File: src/rtl/bvf_pkg.sv
// rtl/bvf_pkg.sv - shared mode encodings and lane packing helper for the BVF pipe array
package bvf_pkg;

    localparam logic [1:0] MODE_BVF  = 2'b00;
    localparam logic [1:0] MODE_COPY = 2'b01;
    localparam logic [1:0] MODE_PASS = 2'b10;
    localparam logic [1:0] MODE_RSVD = 2'b11;

    // Lane k of a packed operand occupies bits [k*width +: width].
    function automatic int lane_lsb(input int lane, input int width);
        return lane * width;
    endfunction

endpackage

File: src/rtl/bvf_lane.sv
// rtl/bvf_lane.sv - combinational BVF-style reversible transform for one WIDTH-bit lane
module bvf_lane
    import bvf_pkg::*;
#(
    parameter int WIDTH = 8
) (
    input  logic [WIDTH-1:0] a,
    input  logic [WIDTH-1:0] b,
    input  logic [WIDTH-1:0] c,
    input  logic [WIDTH-1:0] d,
    input  logic [1:0]       mode,
    output logic [WIDTH-1:0] w,
    output logic [WIDTH-1:0] x,
    output logic [WIDTH-1:0] y,
    output logic [WIDTH-1:0] z,
    output logic             err
);

    // The reserved mode falls through to the BVF transform and is only flagged.
    always_comb begin
        w = a;
        x = a ^ b;
        y = c;
        z = d ^ c;
        case (mode)
            MODE_COPY: begin
                x = a;
                z = c;
            end
            MODE_PASS: begin
                x = b;
                z = d;
            end
            default: ;
        endcase
    end

    assign err = (mode == MODE_RSVD);

endmodule

File: src/rtl/bvf_pipe_array.sv
// rtl/bvf_pipe_array.sv - LANES-wide BVF transform carried through a STAGES-deep valid/ready pipeline
module bvf_pipe_array
    import bvf_pkg::*;
#(
    parameter int WIDTH  = 8,
    parameter int LANES  = 4,
    parameter int STAGES = 2,
    parameter int CNT_W  = 16
) (
    input  logic                   clk,
    input  logic                   rst_n,
    input  logic                   in_valid,
    output logic                   in_ready,
    input  logic [1:0]             in_mode,
    input  logic [LANES*WIDTH-1:0] in_a,
    input  logic [LANES*WIDTH-1:0] in_b,
    input  logic [LANES*WIDTH-1:0] in_c,
    input  logic [LANES*WIDTH-1:0] in_d,
    output logic                   out_valid,
    input  logic                   out_ready,
    output logic [LANES*WIDTH-1:0] out_w,
    output logic [LANES*WIDTH-1:0] out_x,
    output logic [LANES*WIDTH-1:0] out_y,
    output logic [LANES*WIDTH-1:0] out_z,
    output logic                   out_err,
    output logic [CNT_W-1:0]       tx_count
);

    localparam int LW = LANES * WIDTH;
    localparam int DW = 4 * LW + 1;

    logic [LW-1:0]     xf_w, xf_x, xf_y, xf_z;
    logic [LANES-1:0]  lane_err;
    logic [DW-1:0]     in_word;

    logic [STAGES-1:0] stage_valid;
    logic [DW-1:0]     stage_data [STAGES];
    logic [STAGES-1:0] stage_load;
    logic [STAGES-1:0] chain_valid;
    logic [DW-1:0]     chain_data [STAGES];

    for (genvar k = 0; k < LANES; k++) begin : g_lane
        bvf_lane #(.WIDTH(WIDTH)) u_lane (
            .a    (in_a[lane_lsb(k, WIDTH) +: WIDTH]),
            .b    (in_b[lane_lsb(k, WIDTH) +: WIDTH]),
            .c    (in_c[lane_lsb(k, WIDTH) +: WIDTH]),
            .d    (in_d[lane_lsb(k, WIDTH) +: WIDTH]),
            .mode (in_mode),
            .w    (xf_w[lane_lsb(k, WIDTH) +: WIDTH]),
            .x    (xf_x[lane_lsb(k, WIDTH) +: WIDTH]),
            .y    (xf_y[lane_lsb(k, WIDTH) +: WIDTH]),
            .z    (xf_z[lane_lsb(k, WIDTH) +: WIDTH]),
            .err  (lane_err[k])
        );
    end

    assign in_word = {|lane_err, xf_w, xf_x, xf_y, xf_z};

    // Stage i may load unless it and every stage after it are full while the output stalls.
    always_comb begin
        logic all_full;
        all_full   = 1'b1;
        stage_load = '0;
        for (int i = STAGES - 1; i >= 0; i--) begin
            all_full      = all_full & stage_valid[i];
            stage_load[i] = out_ready | ~all_full;
        end
    end

    assign in_ready = stage_load[0];

    always_comb begin
        chain_valid[0] = in_valid;
        chain_data[0]  = in_word;
        for (int i = 1; i < STAGES; i++) begin
            chain_valid[i] = stage_valid[i-1];
            chain_data[i]  = stage_data[i-1];
        end
    end

    always_ff @(posedge clk) begin
        if (!rst_n) begin
            stage_valid <= '0;
            tx_count    <= '0;
            for (int i = 0; i < STAGES; i++) begin
                stage_data[i] <= '0;
            end
        end else begin
            if (in_valid && in_ready) begin
                tx_count <= tx_count + CNT_W'(1);
            end
            for (int i = 0; i < STAGES; i++) begin
                if (stage_load[i]) begin
                    stage_valid[i] <= chain_valid[i];
                    if (chain_valid[i]) begin
                        stage_data[i] <= chain_data[i];
                    end
                end
            end
        end
    end

    assign out_valid = stage_valid[STAGES-1];
    assign out_err   = stage_data[STAGES-1][DW-1];
    assign out_w     = stage_data[STAGES-1][4*LW-1 -: LW];
    assign out_x     = stage_data[STAGES-1][3*LW-1 -: LW];
    assign out_y     = stage_data[STAGES-1][2*LW-1 -: LW];
    assign out_z     = stage_data[STAGES-1][LW-1:0];

endmodule
File: config.mk
export PLATFORM = sky130hd
export DESIGN_NAME = bvf_pipe_array
export DESIGN_NICKNAME = d
export VERILOG_FILES = /design/src/rtl/bvf_pkg.sv /design/src/rtl/bvf_lane.sv /design/src/rtl/bvf_pipe_array.sv
export SDC_FILE = /design/constraint.sdc
export NUM_CORES = 1
export LEC_CHECK = 0
export ABC_AREA = 1
export ABC_CLOCK_PERIOD_IN_PS = 10700
export BUFFER_PORTS_ARGS = -buffer_cell sky130_fd_sc_hd__buf_2
export CAP_MARGIN = 20
export CORE_MARGIN = 1.5
export CORE_UTILIZATION = 40
export CTS_CLUSTER_DIAMETER = 120
export DETAILED_ROUTE_END_ITERATION = 8
export PLACE_DENSITY = 0.61
export SLEW_MARGIN = 30
export SYNTH_ARGS = -nofsm -noshare
export SYNTH_HDL_FRONTEND = slang
export SYNTH_SLANG_ARGS = --single-unit
File: constraint.sdc
create_clock -name clk -period 10.7 [get_ports clk]
set_input_delay 1.605 -clock clk [delete_from_list [all_inputs] [get_ports clk]]
set_output_delay 1.605 -clock clk [all_outputs]
set_load 0.005 [all_outputs]
==> key figures, run 1 <==
Clock tree
  • TritonCTS clock tree: built
  • H-tree levels: 1
  • Resized cells post-CTS: 0
  • TritonCTS Buffers: 29
  • Post-CTS Setup Bufs: 0
  • Max clock buf depth: 3
  • Worst skew pair latency: about 540 ps
  • Root Buffer: clkbuf_16
  • Clock sink count: 276
  • Hold-fix buffers, CTS: 0
  • Clock slew at reported path FFs: 60 ps

Worst setup path
  • Crit. End Element: flop
  • WP data arrival: 4180 ps
  • CP required: about 11000 ps
  • Worst setup SP type: primary input
  • Crit Path Class: primary input to flop
  • Critical Path Fanout Max: 98
  • Flop-to-flop setup slack: 7630 ps

Global route
  • First-pass GRT wire length: roughly 44000 µm
  • Initial antenna violation count: 3
  • All-Layer GR Usage: 16.9%
  • Pin count of the biggest net entering global routing: 99
  • Vias in the first global route: 8471
  • Grt ovf: 0

Logic synthesis
  • Net Count, Synth: approximately 1400
  • Fraction of registers with async set/reset: 0%
  • Top cells by count, synth: 260 x inv_1, 258 x edfxtp_1, 217 x nor2_1, 167 x nand2_1, 67 x o21ai_0
  • Count leader, synth: inv_1
  • Synth Warn #: 0
  • Post-synth top flop: edfxtp_1
  • Top post-synthesis cells by area: edfxtp_1 60%, inv_1 7.6%, nor2_1 6.3%
  • Mapped cell area: 12800 µm²
  • Number of synthesized flops with an enable pin: 258
  • Flops & latches, synth: roughly 280
  • Area leader, netlist: edfxtp_1
  • Yosys cell types: 27
  • Register area share after synthesis: approximately 63%
  • Synth top area share: between 60% and 70%
  • Post-Syn Instances: 1227
  • Syn Area/Cell: roughly 10 µm²

Die
  • Die X: 182 µm
  • I/O pins: 281
  • Std-Cell Rows: between 60 and 70
  • Initial core utilization: about two fifths
  • Die Y: 182 µm
  • Die footprint: 33200 µm²
  • Core area: 31600 µm²

Pwr
  • Clock share of power: 36.7%
  • P_leak: around 0.0073 µW
  • Internal Pwr Total: 1910 µW
  • Switching share of power: about a quarter
  • Sequential share of power: 51.8%
  • Combinational share of power: 11.4%
  • Peak supply drop: ~0.11 mV
  • Sw power: 604 µW
  • Pwr per Cell Area: about 160 nW/µm²

Detailed routing
  • Drt total wl: 28500 µm
  • Drt first pass iters: 5
  • DR vias/cell: 4.57
  • DRC viols: 0
  • Via count: 8778
  • Routed Antenna Nets: 0
  • Routed wire length per instance: 14.9 µm
  • DRT iter0 DRCs: 397

STA
  • Setup TNS: 0 ps
  • Fmax: 0.255 GHz
  • Worst-case hold slack: 501 ps
  • Slew headroom: 38.0%
  • Final min period: 3920 ps
  • RSZ-0062 raised after global routing: false
  • Post-route clock period utilization: 36.7%
  • Fin Clk Skew: 14.4 ps
  • Slew Limit Fails: 0
  • Worst slew pin tran: 931 ps
  • Hold Fails Final Rpt: 0
  • Final setup viols: 0

Finish
  • Fillers: 2942
  • Share of cells above drive strength 1: 27.7%
  • Nets: 1632
  • Layout Utilization: 48.6%
  • Layout Area Growth over Synthesis: 19.6%

Run status
  • Status: completed

Place
  • PortBufs: 280
  • DP HPWL: 18400 µm
  • Routability cong.: 0.830

Flow run
  • Max Cap Viol: 0

Worst hold path
  • HP Class: flop to flop
[sequential cells by signal, summed over array words and instances (netlist names)]
| signal | count |
|---|---|
| tx_count | 16 |
| stage_data | 258 |
| stage_valid | 2 |
[per-stage QoR]
step	instance area [µm²]	total power [µW]	setup WS, ps	cells
finish	15300	2520	6780	1919
global placement	14500	1610	6040	1864
global route	15300	2630	6560	1918
floorplan	12800	1500	5300	1227
detailed placement	14500	1620	6170	1864
CTS	15300	2550	6760	1917
[cell type report]
| cell class | instances | area, µm² | area share [%] |
|---|---|---|---|
| multi-input combinational | 617 | 3340 | 21.8 |
| clock inverter | 19 | 111 | 0.726 |
| antenna | 1 | 2.50 | 0.0163 |
| sequential | 276 | 8110 | 52.8 |
| inverter | 284 | 1070 | 6.98 |
| timing repair buffer | 286 | 1460 | 9.53 |
| tap | 402 | 503 | 3.28 |
| clock buffer | 34 | 744 | 4.85 |
[critical path, stage by stage]
cell,delay [ps]
buf_2,90
inv_1,70
nand3_2,140
nand2_4,170
inv_2,80
nand2_2,80
nand2_2,50
buf_4,360
inv_6,630
buf_6,650
nor2_1,100
[worst paths after layout]
| check | start | endpoint | cells after the start |
|---|---|---|---|
| setup / recovery | out_ready | stage_data[0][246] | 11 |
| hold reg to reg | stage_valid[0] | stage_valid[1] | 2 |
| setup reg to reg | stage_valid[1] | stage_data[0][246] | 9 |
| hold / removal | stage_valid[0] | stage_valid[1] | 2 |
[layer usage]
layer	up-vias	part of all wire, %	track usage [%]
met4	4	2.5	4.63
met5	-	0.081	0
li1	4356	-	-
met3	51	7.2	3.85
met2	257	48	29.1
met1	4110	42	21.5
[kinds of logic (layout without fill, tap and decap cells)]
group / after synthesis / count (layout) / share of synthesized area, %
simple gates: 407 / 407 / 12.3
buf+inv: 334 / 623 / 11.0
flops: 276 / 276 / 63.2
compound gates: 78 / 78 / 3.08
xor+xnor: 64 / 64 / 4.37
mux: 64 / 64 / 5.62
fa+ha+maj: 4 / 4 / 0.390
other cells: 0 / 1 / 0
[power groups by stage]
stage | Combinational, µW | Clock (µW) | Sequential (µW)
global placement | 286 | 0 | 1330
global route | 325 | 990 | 1310
CTS | 293 | 951 | 1310
finish | 288 | 925 | 1300
floorplan | 173 | 0 | 1330
detailed placement | 291 | 0 | 1330
[layout by cell type, fill, tap and decap left out, drive strengths merged]
master	instances
buf	286
inv	285
edfxtp	258
nor2	218
nand2	170
o21ai	67
xor2	64
mux2	64
clkbuf	34
dfxtp	18
clkinv	17
nand3	10
a21oi	9
nand4	6
ha	4
nor3	2
diode	1
o21a	1
a211oi	1
nand3b	1
bufinv	1
No activity file was read; power rests on OpenSTA's default activity.
==> run 2, diff against run 1 <==
- ABC_AREA: 1 -> 0
- ABC_CLOCK_PERIOD_IN_PS: 10700 -> 3600
- PLACE_DENSITY: 0.61 -> 0.64
- clock period: 10.7 -> 3.6 ns (I/O delays scaled with it)
==> run 2 against run 1 <==
Total power grew to 3.1 times the previous value. Global-route usage decreased by 0.36 points. Via count is 15% lower. Count of clock-buffer cells in the layout shrank 1. Synthesized area shrank 6.2%. Wire length is 7.7% lower. Largest power group unchanged. Critical path depth shrank 6. First-iteration DRC count shrank 13%. Cell area is 3.0% lower. Non-clock buffer count grew 5. Sequential share of layout area grew 1.7 points. Sequential cell count unchanged.
==> key figures, run 2 <==
STA
  • Fin Clk Skew: 5.75 ps (-8.62 ps)
  • Final setup viols: 0 (unchanged)
  • RSZ-0062 raised after global routing: false
  • Worst slew pin tran: 896 ps (-34.2 ps)
  • Hold Fails Final Rpt: 0 (unchanged)
  • Fin worst setup slack: 1370 ps (-5400 ps)
  • Post-route clock period utilization: 61.9%
  • Slew Limit Fails: 0 (unchanged)
  • Setup TNS: 0 ps (unchanged)
  • Fmax: 0.449 GHz
  • Final min period: 2230 ps
  • Slew headroom: 40.2% (+2.3 points)

Logic synthesis
  • Syn Area/Cell: 14.9 µm² (+43%)
  • Flops & latches, synth: 276 (unchanged)
  • Count leader, synth: edfxtp_1
  • Net Count, Synth: 944 (-31%)
  • Mapped cell area: 12000 µm² (-6.2%)
  • Top post-synthesis cells by area: edfxtp_1 64%, and2_1 10%, a211oi_2 6.1%
  • Fraction of registers with async set/reset: 0% (unchanged)
  • Top cells by count, synth: 258 x edfxtp_1, 195 x and2_1, 64 x xnor2_1, 63 x a221oi_1, 59 x a211oi_2
  • Register area share after synthesis: 67.4% (+4.2 points)
  • Number of synthesized flops with an enable pin: 258 (unchanged)
  • Yosys cell types: 31 (+15%)
  • Synth Warn #: 0 (unchanged)
  • Area leader, netlist: edfxtp_1
  • Post-Syn Instances: 806 (-34%)
  • Synth top area share: 64.4% (+4.0 points)
  • Post-synth top flop: edfxtp_1

Detailed routing
  • Drt total wl: 26300 µm (-7.7%)
  • Routed Antenna Nets: 0 (unchanged)
  • Via count: 7435 (-15%)
  • DR vias/cell: 5.01 (+9.5%)
  • Drt first pass iters: 6 (+1)
  • DRT iter0 DRCs: 346 (-13%)
  • Routed wire length per instance: 17.7 µm (+19%)
  • DRC viols: 0 (unchanged)

Clock tree
  • Root Buffer: clkbuf_16
  • Worst skew pair latency: 540 ps (about the same)
  • Post-CTS Setup Bufs: 0 (unchanged)
  • TritonCTS clock tree: built
  • Clock sink count: 276 (unchanged)
  • H-tree levels: 1 (unchanged)
  • Hold-fix buffers, CTS: 0 (unchanged)
  • Resized cells post-CTS: 0 (unchanged)
  • TritonCTS Buffers: 30 (+3.4%)
  • Max clock buf depth: 3 (unchanged)
  • Clock slew at reported path FFs: 60 ps (about the same)

Worst hold path
  • HP Class: primary input to flop

Finish
  • Max reg flops: 258 (unchanged)
  • Nets: 1208 (-26%)
  • Top Registers: stage_data: 258 flops, tx_count: 16 flops, stage_valid: 2 flops
  • Most frequent cells in the layout: 280 x buf_2, 258 x edfxtp_1, 195 x and2_1
  • Antenna cell count: 0 (-1)
  • Layout Area Growth over Synthesis: 23.7%
  • Share of cells above drive strength 1: 37.1% (+9.4 points)
  • Fillers: 2590 (-12%)
  • Largest Register: stage_data
  • Layout Utilization: 50.2% (+1.6 points)
  • Commonest non-fill, non-tap cell in the layout: buf_2

Place
  • PortBufs: 280 (unchanged)
  • DP HPWL: 16800 µm (-8.6%)
  • Pre-CTS setup slack: 927 ps (-5250 ps)
  • Routability cong.: 0.778 (-6.3%)

Die
  • Std-Cell Rows: 63 (-3.1%)
  • Initial core utilization: 40.6% (-0.060 points)
  • Die X: 176 µm (-3.1%)
  • I/O pins: 281 (unchanged)
  • Die Y: 176 µm (-3.1%)
  • Die footprint: 31100 µm² (-6.1%)
  • Core area: 29600 µm² (-6.1%)

Global route
  • Grt ovf: 0 (unchanged)
  • First-pass GRT wire length: 40400 µm (-8.8%)
  • All-Layer GR Usage: 16.6% (-0.36 points)
  • Pin count of the biggest net entering global routing: 130 (+31%)
  • Vias in the first global route: 7236 (-15%)
  • Initial antenna violation count: 5 (+2)

Worst setup path
  • Worst setup SP type: flop
  • Crit Path Class: flop to flop
  • WP data arrival: 2490 ps (-1690 ps)
  • CP required: 3860 ps (-7090 ps)
  • Critical Path Fanout Max: 35 (-64%)
  • Crit. End Element: flop

Pwr
  • Pwr per Cell Area: 529 nW/µm² (+220%)
  • Peak supply drop: 0.320 mV (+180%)
  • Clock share of power: 41.0% (+4.3 points)
  • Internal Pwr Total: 6110 µW (+220%)
  • Switching share of power: 22.4% (-1.6 points)
  • P_leak: 0.00585 µW (-20%)
  • Sequential share of power: 49.0% (-2.8 points)
  • Combinational share of power: 10.1% (-1.3 points)
  • Sw power: 1760 µW (+190%)

Flow run
  • Max Cap Viol: 0 (unchanged)

Run status
  • Status: completed
run 2: cell count changes after synthesis, moves of 59 or more:
cell | previous run | this run
a221oi_1 | 0 | 63
a211oi_2 | 0 | 59
xnor2_1 | 0 | 64
mux2_2 | 64 | 0
nand2_1 | 167 | 7
and2_1 | 0 | 195
nor2_1 | 217 | 10
inv_1 | 260 | 8
run 2: per-stage QoR:
stage | hold slack, ps | instances | area, µm² | power, µW
6_report | 304 | 1484 | 14900 | 7880
5_1_grt | 294 | 1484 | 14900 | 8190
4_1_cts | 262 | 1483 | 14900 | 7980
3_5_place_dp | 484 | 1427 | 13800 | 4730
3_3_place_gp | 468 | 1426 | 13800 | 4700
2_1_floorplan | 474 | 806 | 12000 | 4370
run 2: final timing paths:
path	from	endpoint	slack, ps	depth (start not counted)
worst min-delay path	in_valid	stage_valid[0]	300	3
worst max register to register	stage_valid[0]	stage_data[0][3]	1370	5
worst min register to register	tx_count[15]	tx_count[15]	490	2
worst max-delay path	stage_valid[0]	stage_data[0][3]	1370	5
run 2: logic make-up (layout without fill, tap and decap cells):
kind of cell | Yosys count | in the layout | synth area share [%]
DFF | 276 | 276 | 67.4
and+or+nand+nor | 239 | 239 | 12.4
AOI/OAI and AO/OA | 149 | 149 | 12.0
xor gates and xnor gates | 70 | 70 | 5.10
buffers and inverters | 67 | 355 | 2.60
adders and majority gates | 4 | 4 | 0.416
muxes | 1 | 1 | 0.0832
run 2: worst max-delay path, stage by stage, from the launching register on:
cell      delay, ps
dfxtp_1         410
nand3b_2        310
o21ai_2         200
or2_4           540
buf_12          340
a211oi_1         90
run 2: power by group through the flow:
stage	combinational [µW]	sequential (µW)	clock, µW
after detailed placement	802	3930	0
after global placement	780	3920	0
after global routing	883	3880	3430
after floorplan	439	3930	0
final	795	3860	3230
after CTS	803	3860	3310
run 2: routing by layer:
| metal | track usage [%] | wire (µm) | share of wire, % |
|---|---|---|---|
| met1 | 20.2 | 10600 | 40 |
| met2 | 27.5 | 12600 | 48 |
| met3 | 6.37 | 2540 | 9.6 |
| met4 | 4.24 | 501 | 1.9 |
| met5 | 0 | 48 | 0.18 |
run 2: cell type report:
cell class	count	area, µm²	share of cell area [%]
multi-input combinational	463	3660	24.6
inverter	8	30.0	0.202
clock buffer	33	783	5.26
timing repair buffer	291	1550	10.4
clock inverter	23	262	1.76
tap	390	488	3.28
sequential	276	8110	54.5
